--- src/rtl/instr_encoder.sv ---
// instr_encoder: packs RV32I field sets into 32-bit words with addresses and error tracking.
// Ports:
//    clk, rst_n (async active-low), clr (sync clear of pc and err_cnt)
//    in_valid/in_ready   : field-set handshake (OPC, func3, func7, RS1, RS2, RD, imm)
//    out_valid/out_ready : word handshake (instr, addr, err)
//    err_cnt             : saturating count of accepted erroneous words
module instr_encoder #(
   parameter logic [31:0] BASE_ADDR = 32'h0000_0000
) (
   input  logic        clk,
   input  logic        rst_n,
   input  logic        clr,
   input  logic        in_valid,
   output logic        in_ready,
   input  logic [6:0]  OPC,
   input  logic [2:0]  func3,
   input  logic [6:0]  func7,
   input  logic [4:0]  RS1,
   input  logic [4:0]  RS2,
   input  logic [4:0]  RD,
   input  logic [31:0] imm,
   output logic        out_valid,
   input  logic        out_ready,
   output logic [31:0] instr,
   output logic [31:0] addr,
   output logic        err,
   output logic [7:0]  err_cnt
);
   localparam logic [31:0] NOP = 32'h0000_0013;

   logic [31:0] pc, word, enc;
   logic        bad, acc;

   // Sign-extension checks: the bits above the encodable field must all equal its sign bit.
   logic i_ok, b_ok, j_ok;
   assign i_ok = &imm[31:11] | ~|imm[31:11];
   assign b_ok = (&imm[31:12] | ~|imm[31:12]) & ~imm[0];
   assign j_ok = (&imm[31:20] | ~|imm[31:20]) & ~imm[0];

   always_comb begin
      word = NOP;
      bad  = 1'b1;
      case (OPC)
         7'b0110011: begin
            word = {func7, RS2, RS1, func3, RD, OPC};
            bad  = 1'b0;
         end
         7'b0010011: begin
            word = (func3 == 3'b001 || func3 == 3'b101) ? {func7, imm[4:0], RS1, func3, RD, OPC}
                                                        : {imm[11:0], RS1, func3, RD, OPC};
            bad  = (func3 == 3'b001 || func3 == 3'b101) ? |imm[31:5] : !i_ok;
         end
         7'b0000011, 7'b1100111, 7'b1110011: begin
            word = {imm[11:0], RS1, func3, RD, OPC};
            bad  = !i_ok;
         end
         7'b0100011: begin
            word = {imm[11:5], RS2, RS1, func3, imm[4:0], OPC};
            bad  = !i_ok;
         end
         7'b1100011: begin
            word = {imm[12], imm[10:5], RS2, RS1, func3, imm[4:1], imm[11], OPC};
            bad  = !b_ok;
         end
         7'b0110111, 7'b0010111: begin
            word = {imm[31:12], RD, OPC};
            bad  = |imm[11:0];
         end
         7'b1101111: begin
            word = {imm[20], imm[10:1], imm[11], imm[19:12], RD, OPC};
            bad  = !j_ok;
         end
         default: begin
            word = NOP;
            bad  = 1'b1;
         end
      endcase
      enc = bad ? NOP : word;
   end

   assign in_ready = !out_valid || out_ready;
   assign acc      = in_valid && in_ready;

   // clr overrides the running pc/err_cnt before this cycle's acceptance is applied.
   always_ff @(posedge clk or negedge rst_n) begin
      if (!rst_n) begin
         out_valid <= 1'b0;
         instr     <= NOP;
         addr      <= BASE_ADDR;
         err       <= 1'b0;
         err_cnt   <= 8'd0;
         pc        <= BASE_ADDR;
      end else begin
         if (acc) begin
            instr <= enc;
            err   <= bad;
            addr  <= clr ? BASE_ADDR : pc;
         end
         out_valid <= acc || (out_valid && !out_ready);
         pc        <= (clr ? BASE_ADDR : pc) + (acc ? 32'd4 : 32'd0);
         err_cnt   <= clr ? {7'd0, acc && bad}
                          : err_cnt + {7'd0, acc && bad && err_cnt != 8'hFF};
      end
   end
endmodule

--- config.mk ---
export PLATFORM = sky130hd
export DESIGN_NAME = instr_encoder
export DESIGN_NICKNAME = d
export VERILOG_FILES = /design/src/rtl/instr_encoder.sv
export SDC_FILE = /design/constraint.sdc
export NUM_CORES = 1
export LEC_CHECK = 0
export CAP_MARGIN = 15
export CORE_MARGIN = 2
export CORE_UTILIZATION = 40
export DETAILED_ROUTE_END_ITERATION = 16
export PLACE_DENSITY = 0.77
export RECOVER_POWER = 100
export SETUP_SLACK_MARGIN = 0.05
export SLEW_MARGIN = 20
export SYNTH_ARGS = -nofsm -noshare
export SYNTH_HDL_FRONTEND = slang
export SYNTH_SLANG_ARGS = --single-unit
--- constraint.sdc ---
create_clock -name clk -period 7.8 [get_ports clk]
set_input_delay 0.78 -clock clk [delete_from_list [all_inputs] [get_ports clk]]
set_output_delay 0.78 -clock clk [all_outputs]
set_load 0.05 [all_outputs]
Word level (Yosys, flattened, before mapping)
Index checks and enable logic that the tools add are counted.

Muxes and demuxes: 8. Divide/modulo/power cells: 0. $add $sub $neg: 2. Bitwise operators: 6. Magnitude comparators: 0. Shifts and indexed selects: 0. Reduce and logical (&&, ||, !) cells: 26. Multiply operators: 0. Equal/unequal tests: 13.

Operators by type and width (number): 32-bit one-hot mux with 7 select lines (1); 32-bit two-way mux (3); 32-bit by 3-bit adder with 32-bit output (1); 7-bit == test, second input constant (4); 27-bit OR reduction (1); 12-bit OR reduction (2); 7-bit by 6-bit == test with 1-bit output, second input constant (3); 21-bit AND reduction (1); 21-bit OR reduction (1); 20-bit AND reduction (1); 20-bit OR reduction (1); 7-bit by 5-bit == test with 1-bit output, second input constant (2); 12-bit AND reduction (1); 8-bit by 1-bit adder with 8-bit output (1); 1-bit logical NOT (8); 8-bit two-way mux (1); 8-bit != test, second input constant (1); 7-bit by 2-bit == test with 1-bit output, second input constant (1); 1-bit one-hot mux with 6 select lines (1); 1-bit logical AND (4); 4-bit OR reduction (1); 3-bit by 1-bit == test with 1-bit output, second input constant (1); 3-bit == test, second input constant (1); 1-bit logical OR (3); 7 further kinds (10).

ROM bits: 0. Bits in writable memories: 0. Logic and storage cells: 61. Bits of input ports: 69. Bits in registers: 106. Bits in latches: 0. Memories: 0.

Longest topological paths before layout
Word-level depth: 10. Depth in mapped cells: 13. Depth with buffers taken out: 11.

Worst setup path after synthesis
OpenSTA, ideal clock, no wires.

Kind: input to register. Start: input out_ready. End: register pc[26]. Library setup time: 78 ps. Path buffers: 1. Arrival: 3683 ps. Required time: 7722 ps. Path slack: 4040 ps. Cell stages on the path: 12. Cell sequence: nand2b_1 nand2_1 inv_2 buf_1 ha_1 ha_1 and3b_1 and4_1 and2_1 nand3b_1 or3_1 a21oi_1.

Word-level cells in the longest chain between the ends: 4.

RTL lines: start: declaration (RTL line 23) `input logic out_ready,`; 1-bit logical OR (RTL line 81) `assign in_ready = !out_valid || out_ready;`; 1-bit logical AND (RTL line 82) `assign acc = in_valid && in_ready;`; named net acc (RTL line 32) `logic bad, acc;`; 3-bit two-way mux (RTL line 100) `pc <= (clr ? BASE_ADDR : pc) + (acc ? 32'd4 : 32'd0);`; 32-bit by 3-bit adder with 32-bit output (RTL line 100); end signal: assignment (RTL line 100); end: declaration (RTL line 31) `logic [31:0] pc, word, enc;`.

The timed path passes the listed nets, and every way through them passes these cells. A chain may end at the register's enable or synchronous reset.

Final worst setup path
Start: input out_ready. End: register pc[30].

Word-level cells in the longest chain between the ends: 4.

RTL lines (RTL line): 1-bit logical OR (81); 1-bit logical AND (82); 3-bit two-way mux (100); 32-bit by 3-bit adder with 32-bit output (100).

No other way between the ends.

==> results.yml <==
placed_design:
  preCtsSetupSlack_ns: 3.15
  numPortBuffers: 143
  routabilityCongestion: 0.912
  hpwlAfterDp_um: 10900
synthesis:
  yosys_warnings: 0
  synth_edf_count: 0
  synthTopCellsByCount: "dfrtp_1, nand2_1, nor2_1, clkbuf_1"
  async_flop_share_pct: 100
  ys_types: 58
  synthAdderAreaFrac_pct: 0.930
  netlist_area_um2: 5380
  synth-seq-area-share_pct: 49.4
  synth_seq_cells: 106
  synth.most_common_cell: "dfrtp_1"
  synthMuxAreaShare_pct: 1.95
  avgSynthCellArea_um2: 9.93
  yosys.area.top_type: "dfrtp_1"
  yosys-top-cells-area: "dfrtp_1, nand2_1, o31ai_2, nand3b_1, nor2_1"
  syn-num-nets: 615
  synthFlopType: "dfrtp_1"
  yosys.area_share.simple_pct: 24.4
  postSynthCellCount: 542
  synth_top_family_by_area: "simple AND/OR/NAND/NOR gates"
  synth_xor_area_share_pct: 4.72
  synth_top_cell_area_share_pct: 47.9
  synth_compound_area_share_pct: 15.7
hold_path:
  hold_path.class: "reg2reg"
setup_path:
  crit_chain: "dlygate4sd3_1 > nand2b_1 > nand2_2 > buf_4 > inv_1 > ha_1 > ha_1 > and3b_1 > and4_1 > and2_0 > nand3b_1 > or3_1 > a21oi_1"
  critPathRequiredTime_ns: 7.91
  crit_arrival_ns: 5.01
  cp-start-kind: "input port"
  worst-setup-path-type: "in2reg"
  end_kind: "flop"
  max_stage_delay_ns: 0.86
  cp.buffers_inverters: 3
  crit_family: "buffers and inverters"
  crit_fanout: 82
  crit_path_frequent_cell: "ha_1"
  cpMaxStageDelayCell: "inv_1"
power_and_ir_drop:
  p_total_mw: 1.19
  swShare_pct: 25.9
  pwr-share-comb_pct: 13.2
  power_density_nw_per_um2: 166
  p_sw_mw: 0.308
  irDropWorstVdd_mv: 0.109
  p_leak_nw: 3.20
  pwr-share-seq_pct: 47.5
  pwr-share-clk_pct: 39.3
  p_int_mw: 0.879
run_status:
  violations: "max-capacitance violations, max-slew violations"
  status: "finished with violations"
cts:
  cts.path.max_buffers: 2
  clock_latency_ns: 0.35
  cts-root-buf: "clkbuf_16"
  cts.sinks: 106
  postCtsSetupRepairBufs: 0
  cts_buffers: 9
  cts-resized-gates: 0
  postCtsHoldBufs: 0
  cts.clk_slew.worst_paths_ns: 0.07
  cts_tree: "built"
  htreeDepth: 3
routing:
  antenna_left: 0
  dr_total_vias: 4720
  viasPerCell: 5.53
  first_pass_iters: 8
  drc_errors: 0
  post_drt_wl_per_cell_um: 17.3
  wirelength_um: 14800
  drt_iter0_drc: 559
finish:
  area_growth_pct: 33.1
  diodes: 0
  drive_above_1_share_pct: 6.35
  nets: 746
grt:
  grt_overflow_total: 0
  grt_max_degree: 83
  grt_pass1_vias: 4700
  grt_pass1_wl_um: 24100
  antenna_found_initial: 0
  grtUsageTotal_pct: 20.8
timing:
  skew_ns: 0.00883
  rsz0062_at_grt: "false"
  setup_ws_ns: 2.90
  worst_pin_slew_ns: 2.34
  slew_viol_final: 133
  finalSetupTns_ns: 0
  final.min_clock_period_ns: 4.90
  slew_headroom_pct: -55.7
  setup_viol: 0
  hold_viol: 0
  period_share_pct: 62.8
  fmax_mhz: 204
die:
  core_um2: 13200
  rows: 42
  start_util_pct: 40.8
  ios: 144
  die_w_um: 120
  dieArea_um2: 14400
  dieHeight_um: 120
flow_run:
  cap_viol_max_count: 3
[placed cells by master, fill, tap and decap left out, types with 15 or more instances in the layout]
cell and n:
nor2_1 37, o31ai_1 17, clkdlybuf4s50_1 63, xor2_1 15
nand2_1 92, nand3_1 19, nand3b_1 19, dfrtp_1 103
dlygate4sd3_1 78, o21ai_0 15
[final timing paths]
| check | from | endpoint | slack (ns) | depth (start not counted) |
|---|---|---|---|---|
| max | out_ready | pc[30]$_DFF_PN0_ | 2.90 | 13 |
| max in group asynchronous | rst_n | instr[27]$_DFFE_PN0P_ | 5.06 | 2 |
| min reg2reg | addr[30]$_DFFE_PN0P_ | addr[30]$_DFFE_PN0P_ | 0.46 | 2 |
| min in group asynchronous | rst_n | instr[15]$_DFFE_PN0P_ | 0.97 | 1 |
| min | addr[30]$_DFFE_PN0P_ | addr[30]$_DFFE_PN0P_ | 0.46 | 2 |
| max reg2reg | out_valid$_DFF_PN0_ | pc[30]$_DFF_PN0_ | 3.49 | 12 |
[per-stage QoR]
step                hold slack [ns]  cell area [µm²]  cells  util [%]
CTS                           0.392             7240    853      54.9
global placement              0.458             6940    838      52.6
finish                        0.465             7160    853      54.3
detailed placement            0.463             6940    838      52.6
floorplan                     0.469             5380    542         -
global route                  0.494             7160    853      54.3
[cell families (layout without fill, tap and decap cells)]
group	count (synthesis)	in the layout
flip-flops	106	106
buffers and inverters	36	171
AO/OA/AOI/OAI	102	102
adder cells (fa/ha/maj)	4	4
AND/OR/NAND/NOR	256	256
multiplexers	9	9
XOR/XNOR	29	29
[registers in the layout, indices dropped and copies added, names as in the netlist]
register	count
instr	32
pc	32
err	1
err_cnt	8
addr	32
out_valid	1
[worst register-to-register path, stage by stage, from the launching register on]
cell and delay [ns]:
dfrtp_1 0.38, nand2b_1 0.12, nand2_2 0.06, buf_4 0.34, inv_1 1.13, ha_1 0.40, ha_1 0.24, and3b_1 0.20
and4_1 0.30, and2_0 0.24, nand3b_1 0.23, or3_1 0.38, a21oi_1 0.18
[routing by layer]
metal | part of all wire [%] | GRT usage, % | vias to the layer above
met5 | 0 | 0 | -
li1 | - | - | 2223
met2 | 50 | 34.5 | 202
met4 | 2.0 | 6.25 | 0
met3 | 5.7 | 3.09 | 26
met1 | 43 | 28.3 | 2269
[area by class of cell]
class                      instances  area, µm²
sequential                       106       2660
fill                            1173       6030
timing repair buffer             147       1450
clock buffer                      11        243
clock inverter                     4       58.8
inverter                           9       33.8
multi-input combinational        400       2500
tap                              176        220
[power by group through the flow]
stage	logic, mW	registers [mW]	clock network (mW)
after CTS	0.162	0.564	0.475
final	0.156	0.564	0.466
after global routing	0.167	0.565	0.498
after floorplan	0.0550	0.599	0
after global placement	0.158	0.574	0
after detailed placement	0.161	0.574	0
Note: power is estimated with default switching activity, not from simulation.
==> variant 1: new RTL, same flow settings <==
Register the output `err_cnt` once more, with the module's reset; this adds one clock of latency there. The other outputs are not delayed to match. Comments in the files are not updated.
--- a/src/rtl/instr_encoder.sv
+++ b/src/rtl/instr_encoder.sv
@@ -27,6 +27,8 @@
    output logic [7:0]  err_cnt
 );
    localparam logic [31:0] NOP = 32'h0000_0013;
+
+   logic [7:0] err_cnt_s0;
 
    logic [31:0] pc, word, enc;
    logic        bad, acc;
@@ -88,7 +90,7 @@
          instr     <= NOP;
          addr      <= BASE_ADDR;
          err       <= 1'b0;
-         err_cnt   <= 8'd0;
+         err_cnt_s0 <= 8'd0;
          pc        <= BASE_ADDR;
       end else begin
          if (acc) begin
@@ -98,9 +100,17 @@
          end
          out_valid <= acc || (out_valid && !out_ready);
          pc        <= (clr ? BASE_ADDR : pc) + (acc ? 32'd4 : 32'd0);
-         err_cnt   <= clr ? {7'd0, acc && bad}
-                          : err_cnt + {7'd0, acc && bad && err_cnt != 8'hFF};
+         err_cnt_s0 <= clr ? {7'd0, acc && bad}
+                          : err_cnt_s0 + {7'd0, acc && bad && err_cnt_s0 != 8'hFF};
       end
    end
+   always_ff @(posedge clk or negedge rst_n) begin
+      if (!rst_n) begin
+         err_cnt <= '0;
+      end else begin
+         err_cnt <= err_cnt_s0;
+      end
+   end
+
 endmodule
 
Check against the original RTL: not equivalent (a bounded check fails within 4 cycles, from zero or initial values and one cycle with rst_n low).
==> variant 1 against the original RTL <==
  * The flow still finishes with violations (capacitance limit, slew limit)
  * Sequential cell count rose by 8
  * Sequential share of layout area up 0.40 points
  * Sequential power increased by 7.1%
  * Area after synthesis increased by 3.6%
  * Clock skew shrank 0.0020 ns
  * First-iteration DRC count shrank 31%
  * Worst setup slack got worse by 0.14 ns
  * Routed wire length down 1.1%
  * Power up 28%
  * Cell area up 6.4%
  * Final cell count increased by 2.5%
  * Highest routed layer unchanged
==> variant 1: results (changes against the original RTL) <==
Yosys
The mean instance size in the synthesized netlist is 10.20 µm² (+2.8%). The fraction of the yosys area taken by sequential cells is 51.27% (+1.9 points). Counting instances in the post-synthesis netlist gives the leading cell types as sky130_fd_sc_hd__dfrtp_1, sky130_fd_sc_hd__nand2_1, sky130_fd_sc_hd__nor2_1. The number of distinct library cell variants in the gate-level netlist after synthesis is 60 (+3.4%).

The synthesized-area fraction occupied by ao, oa, aoi and oai cells is 14.82% (-0.88 points). The number of nets produced by synthesis is 619 (+0.65%). The xor and xnor fraction of the mapped netlist area is 5.188% (+0.47 points).

Setup path
The reg-to-reg critical path endpoint is instr[29]$_DFFE_PN0P_. The depth of the most critical reg-to-reg path was 4 (-8). The largest incremental delay on the critical path is 1.22 ns (+0.36 ns). The internal reg-to-reg setup slack came to 3.74 ns (+0.25 ns). The most critical setup path has its endpoint at err_cnt_s0[4]$_DFF_PN0_. The cell with the largest stage delay on the worst path is sky130_fd_sc_hd__nand4_1. The maximum fanout along the worst path is 28 (-66%). Among cell families on the critical path, the largest total delay comes from simple AND/OR/NAND/NOR gates. The worst endpoint data arrival time is 5.23 ns (+0.22 ns).

Layout
The number of standard cells in the final layout excluding fillers came to 874 (+2.5%). The share of final-layout standard cells stronger than drive strength 1 is 9.222% (+2.9 points).

GRT
The via count of the first global-routing pass was 4754 (+1.1%). The overall track demand over capacity in global routing was 20.86% (+0.022 points). The largest net degree at the start of global routing is 94 (+13%). The wire length of the first global-routing pass is 24.01 mm (-0.29%). The global routing met1 resource utilization is 25.95% (-2.4 points).

The global-route met3 utilization is 6.180% (+3.1 points).

Timing
The transition time of the tightest slew-check pin is 4.008 ns (+1.672 ns). The final number of max-transition violations was 225 (+69%). The worst clock skew came to 0.006851 ns (-0.001977 ns). The share of the cycle needed by the critical path after routing was 64.54% (+1.7 points).

Drt
The met1 routed wirelength after detailed routing is 6.287 mm (-0.29%). The met2 routed wirelength was 7.202 mm (-1.8%). The met3 routed wirelength was 944 µm (+11%). The number of DRC violations after detailed-routing iteration 0 came to 385 (-31%). The wire length reported by the detailed router is 14.63 mm (-1.1%).

Run
The number of max-cap violations came to 4 (+1).

Run status
The flow ran to the end, but the final reports show violations. The checks that failed: capacitance limit, slew limit.

Pwr
The switching part of the total power is 22.67% (-3.3 points). The leakage power figure was 3.371 nW (+5.5%).

Clock network
The number of levels the H-tree was split into is 4 (+1).

Placed design
The number of placed cells counting well taps is 843 (+0.60%).
-- variant 1: cell types whose count changed in the layout (fill, tap and decap cells not counted), moves of 5 or more --
cell / delta
sky130_fd_sc_hd__nand2_1: +6
sky130_fd_sc_hd__o31ai_2: +7
sky130_fd_sc_hd__and3_1: -5
sky130_fd_sc_hd__nor4_1: +8
sky130_fd_sc_hd__a221oi_1: -10
sky130_fd_sc_hd__clkbuf_16: +8
sky130_fd_sc_hd__dfrtp_1: +8
sky130_fd_sc_hd__nand3_1: -7
-- variant 1: power groups by stage --
| stage | logic [mW] | registers [mW] | clock network (mW) |
|---|---|---|---|
| after floorplan | 0.0499 | 0.629 | 0 |
| after global placement | 0.138 | 0.614 | 0 |
| after detailed placement | 0.140 | 0.614 | 0 |
| after CTS | 0.140 | 0.605 | 0.793 |
| after global routing | 0.148 | 0.605 | 0.823 |
| final | 0.136 | 0.604 | 0.779 |
-- variant 1: worst min path at each step --
stage                                end  cells past startpoint  slack [ns]               startpoint
floorplan           err_cnt[0]$_DFF_PN0_                      0        0.37  err_cnt_s0[0]$_DFF_PN0_
global placement    err_cnt[0]$_DFF_PN0_                      0        0.40  err_cnt_s0[0]$_DFF_PN0_
detailed placement  err_cnt[0]$_DFF_PN0_                      0        0.41  err_cnt_s0[0]$_DFF_PN0_
CTS                 instr[7]$_DFFE_PN0P_                      1        0.34                    rst_n
global route        err_cnt[7]$_DFF_PN0_                      0        0.43  err_cnt_s0[7]$_DFF_PN0_
finish              err_cnt[0]$_DFF_PN0_                      0        0.41  err_cnt_s0[0]$_DFF_PN0_
-- variant 1: layout make-up --
cell class	instances	area (µm²)
fillers	1180	6102
flip-flops and latches	114	2856
multi-input cells	393	2456
repair buffers	147	1443
clock buffers	21	470.5
well taps	180	225.2
clock inverters	10	132.6
inverters	9	33.78
==> variant 2: new RTL, config.mk and constraints unchanged <==
Without the edit above. Make the reset (`rst_n`) synchronous in one clocked block. Comments in the files are not updated.
--- a/src/rtl/instr_encoder.sv
+++ b/src/rtl/instr_encoder.sv
@@ -82,7 +82,7 @@
    assign acc      = in_valid && in_ready;
 
    // clr overrides the running pc/err_cnt before this cycle's acceptance is applied.
-   always_ff @(posedge clk or negedge rst_n) begin
+   always_ff @(posedge clk) begin
       if (!rst_n) begin
          out_valid <= 1'b0;
          instr     <= NOP;
Function: differs if rst_n is asserted again (counterexample within 4 cycles, from zero or initial values and one cycle with rst_n low); with rst_n held inactive, the same outputs for 10 cycles.
==> variant 2 against the original RTL <==
  * The flow still finishes with violations (capacitance limit, slew limit)
  * Non-clock buffer count increased by 2
  * Cell area decreased by 2.7%
  * Critical path type unchanged
  * Combinational power decreased by 14%
  * Clock skew increased by 0.0012 ns
  * Sequential share of layout area decreased by 6.6 points
  * Power decreased by 3.4%
  * Routed wire length increased by 5.1%
  * Sequential cell count unchanged
  * Hold slack got worse by 0.018 ns
  * Area after synthesis decreased by 2.9%
  * Worst setup slack improved by 0.38 ns
  * Global-route usage increased by 1.6 points
==> variant 2: results (changes against the original RTL) <==
Run status
The run finished, with violations left. The checks that failed: capacitance limit, slew limit.

Setup path
The depth of the most critical reg-to-reg path is 13 (+1). The worst endpoint data arrival time is 4.73 ns (-0.28 ns). The maximum fanout along the worst path is 65 (-21%).

GRT
The global routing met1 resource utilization was 28.57% (+0.22 points). The global-route met3 utilization is 4.537% (+1.4 points). The met2 track demand over resource is 36.63% (+2.1 points). The overall track demand over capacity in global routing is 22.48% (+1.6 points).

Run
The number of max-cap violations is 1 (-2).

Yosys
The share of flip-flops with an asynchronous set or reset is 0% (-100 points). The fraction of the yosys area taken by sequential cells came to 40.62% (-8.7 points). In the post-synthesis netlist, the biggest area contributors are sky130_fd_sc_hd__dfxtp_1, sky130_fd_sc_hd__nand2_1, sky130_fd_sc_hd__o41ai_1. The multiplexer share of the synthesized area is 0.3832% (-1.6 points).

The number of nets produced by synthesis is 681 (+11%). After synthesis, the most frequently instantiated cells are sky130_fd_sc_hd__dfxtp_1, sky130_fd_sc_hd__nand2_1, sky130_fd_sc_hd__a21oi_1.

Placed design
The half-perimeter wire length of the detailed placement result is 11.11 mm (+2.3%). The final weighted congestion in routability-driven placement was 0.9003 (-1.3%).

Drt
The number of vias per cell after detailed routing was 5.599 (+1.2%). The number of DRC violations after detailed-routing iteration 0 is 388 (-31%). The met3 routed wirelength was 989 µm (+16%). The average detailed-routed wire length per instance came to 17.23 µm (-0.68%).

Layout
The share of final-layout standard cells stronger than drive strength 1 was 4.241% (-2.1 points). The post-layout net count is 799 (+7.1%). The clock-cell share of area is 4.328% (+0.12 points). The footprint of the flip-flops and latches was 2122 µm² (-20%).

Pwr
The power in sequential cells is 548 µW (-3%).

Timing
The relative max-transition margin is -23.93% (+32 points). The worst clock skew is 0.01006 ns (+0.001230 ns). The final number of max-transition violations is 55 (-59%).
[variant 2: per-stage QoR]
stage | cell area (µm²) | setup WS, ns | hold WS, ns | instances | total power [mW]
2_1_floorplan | 5224 | 4.226 | 0.4289 | 608 | 0.6323
3_3_place_gp | 6721 | 3.550 | 0.4225 | 887 | 0.6956
3_5_place_dp | 6721 | 3.491 | 0.4364 | 887 | 0.6969
4_1_cts | 7023 | 3.855 | 0.4554 | 903 | 1.161
5_1_grt | 6968 | 2.851 | 0.4829 | 903 | 1.186
6_report | 6968 | 3.280 | 0.4471 | 903 | 1.146
[variant 2: worst paths after layout]
kind / start / to / slack (ns)
setup / recovery: out_ready / pc[30]$_SDFF_PN0_ / 3.28
hold reg to reg: instr[1]$_SDFFE_PN1P_ / instr[1]$_SDFFE_PN1P_ / 0.45
setup reg to reg: out_valid$_SDFF_PN0_ / pc[30]$_SDFF_PN0_ / 3.94
hold / removal: instr[1]$_SDFFE_PN1P_ / instr[1]$_SDFFE_PN1P_ / 0.45
